[src/rtl/quadrature_encoder_x4.sv]
// ---------------------------------------------------------------------------
// quadrature_encoder_x4
//
// Purpose:
//   x4 quadrature decoder with an Avalon-MM register interface. The A/B/Z
//   encoder pins are synchronised and glitch-filtered, then decoded into a
//   signed up/down position counter. A rising edge on Z latches the position
//   and can optionally clear it. Illegal transitions (both A and B changing
//   at once) are flagged and counted.
//
// Parameters:
//   CNT_WIDTH   - position counter width (2..32), read back sign-extended
//   SYNC_STAGES - synchroniser depth on A/B/Z (>=2)
//   FILTER_LEN  - consecutive differing samples needed to move a filtered pin
//   ID_VALUE    - constant returned at address 0
//
// Ports:
//   csi_MCLK_clk          system clock
//   rsi_MRST_reset        asynchronous active-high reset
//   avs_ctrl_*            Avalon-MM slave (1-cycle registered read, no wait)
//   A, B, Z               asynchronous encoder inputs
//   ins_irq_irq           interrupt (only with QUADRATURE_ENCODER_X4_IRQ_EN)
//
// Register map (word addresses):
//   0 ID, 1 CTRL {SOFT_CLR,INVERT_DIR,Z_CLEAR_EN,ENABLE}, 2 POSITION,
//   3 INDEX_LATCH, 4 STATUS {QERR,INDEX_SEEN,DIR}, 5 ERR_COUNT,
//   6 IRQ_MASK (bits 2:1, only with QUADRATURE_ENCODER_X4_IRQ_EN), 7 reads 0.
//
// Build option:
//   `define QUADRATURE_ENCODER_X4_IRQ_EN adds the interrupt port and mask.
// ---------------------------------------------------------------------------
module quadrature_encoder_x4 #(
   parameter int          CNT_WIDTH   = 16,
   parameter int          SYNC_STAGES = 2,
   parameter int          FILTER_LEN  = 4,
   parameter logic [31:0] ID_VALUE    = 32'hEA680004
) (
   input  logic        csi_MCLK_clk,
   input  logic        rsi_MRST_reset,
   input  logic [31:0] avs_ctrl_writedata,
   output logic [31:0] avs_ctrl_readdata,
   input  logic [3:0]  avs_ctrl_byteenable,
   input  logic [2:0]  avs_ctrl_address,
   input  logic        avs_ctrl_write,
   input  logic        avs_ctrl_read,
   output logic        avs_ctrl_waitrequest,
   input  logic        A,
   input  logic        B,
   input  logic        Z
`ifdef QUADRATURE_ENCODER_X4_IRQ_EN
   ,
   output logic        ins_irq_irq
`endif
);

   localparam int FCW = $clog2(FILTER_LEN + 1);

   // Pin bundle, index 0 = A, 1 = B, 2 = Z
   logic [2:0]             pins;
   logic [SYNC_STAGES-1:0] sync_q [3];
   logic [2:0]             syncOut;
   logic [FCW-1:0]         fcnt_q [3];
   logic [2:0]             filt_q;

   logic [1:0]             prevAB_q;
   logic                   zPrev_q;

   logic [2:0]             ctrl_q, ctrl_d;
   logic [CNT_WIDTH-1:0]   position_q, position_d;
   logic [CNT_WIDTH-1:0]   indexLatch_q, indexLatch_d;
   logic                   dir_q, dir_d;
   logic                   indexSeen_q, indexSeen_d;
   logic                   qerr_q, qerr_d;
   logic [15:0]            errCount_q, errCount_d;
   logic [31:0]            readdata_q, readMux;

   logic [1:0]             curAB;
   logic                   enable, zClearEn, invertDir;
   logic                   bothChg, oneChg, stepEn, errEv, zRise, countUp, zClear;
   logic                   wrCtrl, wrStatus, softClr, w1cIdx, w1cErr;
   logic                   unusedBits;

   assign pins                 = {Z, B, A};
   assign avs_ctrl_waitrequest = 1'b0;
   assign avs_ctrl_readdata    = readdata_q;
   assign unusedBits           = ^{avs_ctrl_writedata[31:4], avs_ctrl_byteenable[3:1]};

   // Shift each asynchronous pin through its own synchroniser chain
   always_ff @(posedge csi_MCLK_clk or posedge rsi_MRST_reset) begin
      if (rsi_MRST_reset) begin
         for (int i = 0; i < 3; i++) sync_q[i] <= '0;
      end else begin
         for (int i = 0; i < 3; i++)
            sync_q[i] <= {sync_q[i][SYNC_STAGES-2:0], pins[i]};
      end
   end

   // Last stage of each synchroniser feeds the filter
   always_comb begin
      syncOut = '0;
      for (int i = 0; i < 3; i++) syncOut[i] = sync_q[i][SYNC_STAGES-1];
   end

   // Glitch filter: the output moves only after the synchronised value has
   // disagreed with it for FILTER_LEN cycles in a row; agreeing restarts the count
   always_ff @(posedge csi_MCLK_clk or posedge rsi_MRST_reset) begin
      if (rsi_MRST_reset) begin
         filt_q <= '0;
         for (int i = 0; i < 3; i++) fcnt_q[i] <= '0;
      end else begin
         for (int i = 0; i < 3; i++) begin
            if (syncOut[i] != filt_q[i]) begin
               if (fcnt_q[i] == FCW'(FILTER_LEN - 1)) begin
                  filt_q[i] <= syncOut[i];
                  fcnt_q[i] <= '0;
               end else begin
                  fcnt_q[i] <= fcnt_q[i] + FCW'(1);
               end
            end else begin
               fcnt_q[i] <= '0;
            end
         end
      end
   end

   // Quadrature decode and bus write decode. For a single-bit change in the
   // Gray sequence 00->01->11->10, old A xor new B is 1 exactly when moving forward.
   always_comb begin
      enable    = ctrl_q[0];
      zClearEn  = ctrl_q[1];
      invertDir = ctrl_q[2];
      curAB     = {filt_q[0], filt_q[1]};
      bothChg   = &(curAB ^ prevAB_q);
      oneChg    = (curAB != prevAB_q) && !bothChg;
      stepEn    = enable && oneChg;
      errEv     = enable && bothChg;
      countUp   = (prevAB_q[1] ^ curAB[0]) ^ invertDir;
      zRise     = enable && filt_q[2] && !zPrev_q;
      zClear    = zRise && zClearEn;

      wrCtrl    = avs_ctrl_write && (avs_ctrl_address == 3'd1) && avs_ctrl_byteenable[0];
      wrStatus  = avs_ctrl_write && (avs_ctrl_address == 3'd4) && avs_ctrl_byteenable[0];
      softClr   = wrCtrl && avs_ctrl_writedata[3];
      w1cIdx    = wrStatus && avs_ctrl_writedata[1];
      w1cErr    = wrStatus && avs_ctrl_writedata[2];
   end

   // Next-state for counter and status. SOFT_CLR outranks a Z clear, which in
   // turn swallows any step in the same cycle. Hardware sets beat W1C clears.
   always_comb begin
      ctrl_d       = ctrl_q;
      position_d   = position_q;
      indexLatch_d = indexLatch_q;
      dir_d        = dir_q;
      indexSeen_d  = indexSeen_q;
      qerr_d       = qerr_q;
      errCount_d   = errCount_q;

      if (wrCtrl) ctrl_d = avs_ctrl_writedata[2:0];

      if (softClr) begin
         position_d = '0;
      end else if (zClear) begin
         position_d = '0;
      end else if (stepEn) begin
         position_d = countUp ? position_q + CNT_WIDTH'(1) : position_q - CNT_WIDTH'(1);
         dir_d      = countUp;
      end

      if (softClr)    indexLatch_d = '0;
      else if (zRise) indexLatch_d = position_q;

      if (softClr)     indexSeen_d = 1'b0;
      else if (zRise)  indexSeen_d = 1'b1;
      else if (w1cIdx) indexSeen_d = 1'b0;

      if (softClr)     qerr_d = 1'b0;
      else if (errEv)  qerr_d = 1'b1;
      else if (w1cErr) qerr_d = 1'b0;

      if (softClr)                            errCount_d = '0;
      else if (errEv && errCount_q != 16'hFFFF) errCount_d = errCount_q + 16'd1;
   end

   // State registers; the previous A/B and Z values track the filtered pins
   // every cycle regardless of ENABLE so re-enabling never produces a step
   always_ff @(posedge csi_MCLK_clk or posedge rsi_MRST_reset) begin
      if (rsi_MRST_reset) begin
         prevAB_q     <= 2'b00;
         zPrev_q      <= 1'b0;
         ctrl_q       <= '0;
         position_q   <= '0;
         indexLatch_q <= '0;
         dir_q        <= 1'b0;
         indexSeen_q  <= 1'b0;
         qerr_q       <= 1'b0;
         errCount_q   <= '0;
      end else begin
         prevAB_q     <= curAB;
         zPrev_q      <= filt_q[2];
         ctrl_q       <= ctrl_d;
         position_q   <= position_d;
         indexLatch_q <= indexLatch_d;
         dir_q        <= dir_d;
         indexSeen_q  <= indexSeen_d;
         qerr_q       <= qerr_d;
         errCount_q   <= errCount_d;
      end
   end

`ifdef QUADRATURE_ENCODER_X4_IRQ_EN
   logic [2:1] irqMask_q;
   logic       irq_q;

   // Interrupt mask register and registered interrupt output
   always_ff @(posedge csi_MCLK_clk or posedge rsi_MRST_reset) begin
      if (rsi_MRST_reset) begin
         irqMask_q <= '0;
         irq_q     <= 1'b0;
      end else begin
         if (avs_ctrl_write && (avs_ctrl_address == 3'd6) && avs_ctrl_byteenable[0])
            irqMask_q <= avs_ctrl_writedata[2:1];
         irq_q <= |({qerr_q, indexSeen_q} & irqMask_q);
      end
   end

   assign ins_irq_irq = irq_q;
`endif

   // Read multiplexer; signed casts give the sign-extended readback
   always_comb begin
      readMux = '0;
      case (avs_ctrl_address)
         3'd0: readMux = ID_VALUE;
         3'd1: readMux = {29'd0, ctrl_q};
         3'd2: readMux = 32'($signed(position_q));
         3'd3: readMux = 32'($signed(indexLatch_q));
         3'd4: readMux = {29'd0, qerr_q, indexSeen_q, dir_q};
         3'd5: readMux = {16'd0, errCount_q};
`ifdef QUADRATURE_ENCODER_X4_IRQ_EN
         3'd6: readMux = {29'd0, irqMask_q, 1'b0};
`endif
         default: readMux = '0;
      endcase
   end

   // Registered read data, held between reads
   always_ff @(posedge csi_MCLK_clk or posedge rsi_MRST_reset) begin
      if (rsi_MRST_reset)     readdata_q <= '0;
      else if (avs_ctrl_read) readdata_q <= readMux;
   end

endmodule

[config.mk]
export PLATFORM = sky130hd
export DESIGN_NAME = quadrature_encoder_x4
export DESIGN_NICKNAME = d
export VERILOG_FILES = /design/src/rtl/quadrature_encoder_x4.sv
export SDC_FILE = /design/constraint.sdc
export NUM_CORES = 1
export LEC_CHECK = 0
export CAP_MARGIN = 20
export CORE_MARGIN = 8
export CORE_UTILIZATION = 40
export DETAILED_ROUTE_END_ITERATION = 8
export GPL_TIMING_DRIVEN = 0
export SLEW_MARGIN = 20
export SYNTH_ARGS = -nofsm -noshare
export SYNTH_HDL_FRONTEND = slang
export SYNTH_SLANG_ARGS = --single-unit
[constraint.sdc]
create_clock -name csi_MCLK_clk -period 8.1 [get_ports csi_MCLK_clk]
set_input_delay 1.62 -clock csi_MCLK_clk [delete_from_list [all_inputs] [get_ports csi_MCLK_clk]]
set_output_delay 1.62 -clock csi_MCLK_clk [all_outputs]
set_load 0.03 [all_outputs]
==> run summary <==
The initial core utilization came out at 0.4025. Of the cells placed in the final design, the portion with a size suffix greater than 1 is 0.09031. The critical path launch point is ctrl_q[2]. By area, the combinational part of the netlist is dominated by simple AND/OR/NAND/NOR gates.

The number of instances in the synthesized netlist came out at 551. The worst reg2reg path depth is 11. The worst-case IR drop observed on VDD is 0.1319 mV. The number of synthesized register bits came out at 93.

The critical path ends at position_q[10]. The predominant post-synthesis flop cell is dfrtp_1. The max-slew violation count is 0.

The count of final hold-check violations came out at 0. The final wirelength is 12150 um. The core outline area is 12410 um^2. The worst setup path is captured at a flop. The endpoint of the worst register-to-register path is position_q[10]. The HPWL reported at the end of detailed placement is 9179 um.

The largest fanout on the critical path is 10. Of the total synthesized cell area, the portion taken by full adders, half adders and majority gates is 0.02003. The tree is rooted in a clkbuf_16.

The final weighted congestion in routability-driven placement came out at 0.8657. The count of buffers from port buffering came out at 42. The post-synthesis net count came out at 605. The count of flip-flops with a built-in enable after synthesis came out at 0.

The type of the worst min-delay path is reg -> reg. The clock period minus final worst setup slack is 3520 ps. The number of different library cells in the post-synthesis netlist is 55. The die outline width came out at 127.8 um. The row count is 41.

The endpoint required time on the critical path is 8320 ps. The register-to-register setup slack came out at 4580 ps. The total number of H-tree levels came out at 3.

The maximum achievable frequency is 0.2841 GHz. The worst-case clock skew came out at 7.407 ps. The portion of synthesized area spent on multiplexers is 0.05233. The mapped netlist covers 4997 um^2.

The remaining max-slew budget at the tightest pin came out at 0.4710. The startpoint identified for the worst hold timing path is sync_q[0]. The antenna diode count is 0. The number of buffers between clock root and the deepest sink came out at 2. The startpoint class of the critical path is a flop. In the final routed layout, each cell accounts on average for 15.56 um. The per-instance average area after synthesis is 9.069 um^2. Dividing the final minimum period by the clock period gives 0.4346. At the later pin of the worst-skew pair, clock insertion delay measures 350 ps.

The critical path runs through a total of 11 cells. The critical path's top delay family is buffers and inverters. The worst hold slack came out at 347.1 ps. The flow ran to the end, and the final reports show no timing, DRC or antenna violations. The post-CTS repair timing setup buffer count is 0. In the routed design, unresolved DRC markers number 0.

The count of maximum capacitance violations is 0. The routed layout has 4083 vias. The TritonCTS clock tree is yes. In this run the critical register-to-register path is launched from ctrl_q[2]. The parity-gate share of the synthesized area counting xor and xnor cells is 0.06109. The global-route wire length before repair came out at 20370 um. Data arrives at the worst endpoint at 3740 ps. The count of warnings emitted by yosys came out at 0. Hold repair after CTS inserted 0 buffers. The die area came out at 16330 um^2.

The proportion of synthesized chip area in sequential cells is 0.4657. The synthesized-area fraction occupied by ao, oa, aoi and oai cells came out at 0.1370. The clock transition at the register clock pins on the worst setup and hold paths after CTS is 70 ps. The synthesized-area fraction occupied by and/or/nand/nor cells is 0.1925. The number of buffers created by CTS is 9. Traced cell by cell, the critical path runs through xor3_2 > clkbuf_1 > clkbuf_1 > xnor2_1 > ha_1 > or4_1 > o21ai_0 > nand3_1 > a21oi_1 > xnor2_1 > nor2_1. The number of top-level pins came out at 79. The first detailed-routing pass took 4 iterations. Setup violations remaining at the end of the flow were counted as 0.

The number of global-route vias before repair is 4059. In the layout the commonest cells are dfrtp_1 (93), nor2_1 (59), nand2_1 (58), a21oi_1 (48), clkdlybuf4s50_1 (42). The combined global-route utilization of all metal layers came out at 0.1570. The critical path contains buffers and inverters numbering 2 combined.

The die extent in y came out at 127.8 um. The number of sinks driven by the clock tree is 93. The pin count of the biggest net entering global routing is 55. In the synthesized netlist the async set-or-reset flop fraction comes to 1.000.

The total overflow left after global routing is 0. Setup repair after global routing left no endpoint under its margin. The total power density per cell area came out at 368.9 nW/um^2. The library cell used most frequently in the layout, excluding fill and tap cells, is dfrtp_1.

The number of antenna violations at the first check in global routing is 0. The final layout contains 659 nets. Among all stages on the critical path, the largest delay is contributed by or4_1. The via density per instance came out at 5.228.

The area added between synthesis and finish came out at 20.21%. After routing, the total negative slack on setup checks comes to 0 ps. The number of gates resized after cts is 0. For this design the static power due to leakage is 0.002476 uW. At the pin with the least slew margin, the transition time is 787.4 ps. The number of DRC violations after detailed-routing iteration 0 is 281. The final antenna-violating net count came out at 0. In this design, the stage delay of the slowest critical-path cell is 520 ps.

The critical path in this run is classified as reg -> reg.
[state kept, by name, indices dropped and copies added, names as in the netlist]
signal	flops
avs_ctrl_readdata	18
ctrl_q	3
dir_q	1
errCount_q	16
fcnt_q	9
filt_q	3
indexLatch_q	16
indexSeen_q	1
position_q	16
prevAB_q	2
qerr_q	1
syncOut	3
sync_q	3
zPrev_q	1
[cells by family after synthesis]
| group | Yosys count |
|---|---|
| fa+ha+maj | 8 |
| flops | 93 |
| xor+xnor | 33 |
| compound gates | 113 |
| other cells | 1 |
| simple gates | 201 |
| buf+inv | 77 |
| mux | 25 |
[per-layer routing]
layer / track usage / routed length, um / vias up
met1: 0.1908 / 5421 / 1961
met2: 0.2589 / 5744 / 98
met5: 0 / 0 / -
met3: 0.03577 / 708 / 17
li1: - / - / 2007
met4: 0.07343 / 278 / 0
[worst min path at each step]
stage / to / slack [ps] / depth (start not counted)
after detailed placement: syncOut[2] / 330 / 0
after global routing: syncOut[2] / 350 / 0
after global placement: syncOut[2] / 330 / 0
after floorplan: syncOut[0] / 330 / 0
after CTS: syncOut[2] / 350 / 0
final: syncOut[2] / 350 / 0
[through the flow]
step | area [um^2] | util | total power, uW | setup slack (ps) | cells
global route | 6007 | 0.4839 | 2380 | 4374 | 781
detailed placement | 5673 | 0.4570 | 1749 | 4340 | 766
floorplan | 4997 | - | 1465 | 4060 | 551
CTS | 6007 | 0.4839 | 2223 | 4560 | 781
global placement | 5633 | 0.4537 | 1724 | 2628 | 765
finish | 6007 | 0.4839 | 2216 | 4580 | 781
[cell type report]
| class | instances | area, um^2 |
|---|---|---|
| fill | 1222 | 6407 |
| sequential | 93 | 2327 |
| multi-input combinational | 381 | 2325 |
| timing repair buffer | 43 | 447.9 |
| clock buffer | 12 | 266.5 |
| buffer | 54 | 266.5 |
| tap | 172 | 215.2 |
| inverter | 23 | 91.34 |
| clock inverter | 3 | 67.56 |
[where the power goes]
part / switching, uW / internal [uW] / leakage [uW]
logic: 611 / 394 / 0.00114
clock network: 174 / 294 / 0.000161
registers: 126 / 616 / 0.00118
total: 912 / 1300 / 0.00248
[cells in the mapped netlist, types with 2 or more instances]
cell / number / area, um^2
nor3b_1: 3 / 22.52
nor2b_1: 9 / 56.30
ha_1: 8 / 100.1
nor2_1: 59 / 221.5
or4_1: 2 / 15.01
o21a_1: 2 / 15.01
xor2_1: 12 / 105.1
nor3_1: 15 / 75.07
clkbuf_1: 35 / 131.4
o31ai_1: 2 / 15.01
and4_1: 3 / 26.28
dfrtp_1: 93 / 2327
nand4_1: 12 / 75.07
a211oi_1: 5 / 37.54
mux2_2: 9 / 101.4
and2_1: 3 / 18.77
nand2b_1: 2 / 12.51
or2_2: 2 / 12.51
a31oi_1: 5 / 31.28
or3_1: 6 / 37.54
nor4_1: 8 / 50.05
o221ai_1: 3 / 26.28
nand2_1: 58 / 217.7
buf_2: 3 / 15.01
nand3b_1: 2 / 15.01
mux2i_1: 16 / 160.2
buf_4: 16 / 120.1
o21ai_0: 20 / 100.1
o311ai_0: 2 / 17.52
o22ai_1: 12 / 75.07
o2111ai_1: 2 / 17.52
xnor2_1: 20 / 175.2
inv_1: 22 / 82.58
a21oi_1: 48 / 240.2
nand3_1: 12 / 60.06
No activity file was read; power rests on OpenSTA's default activity.
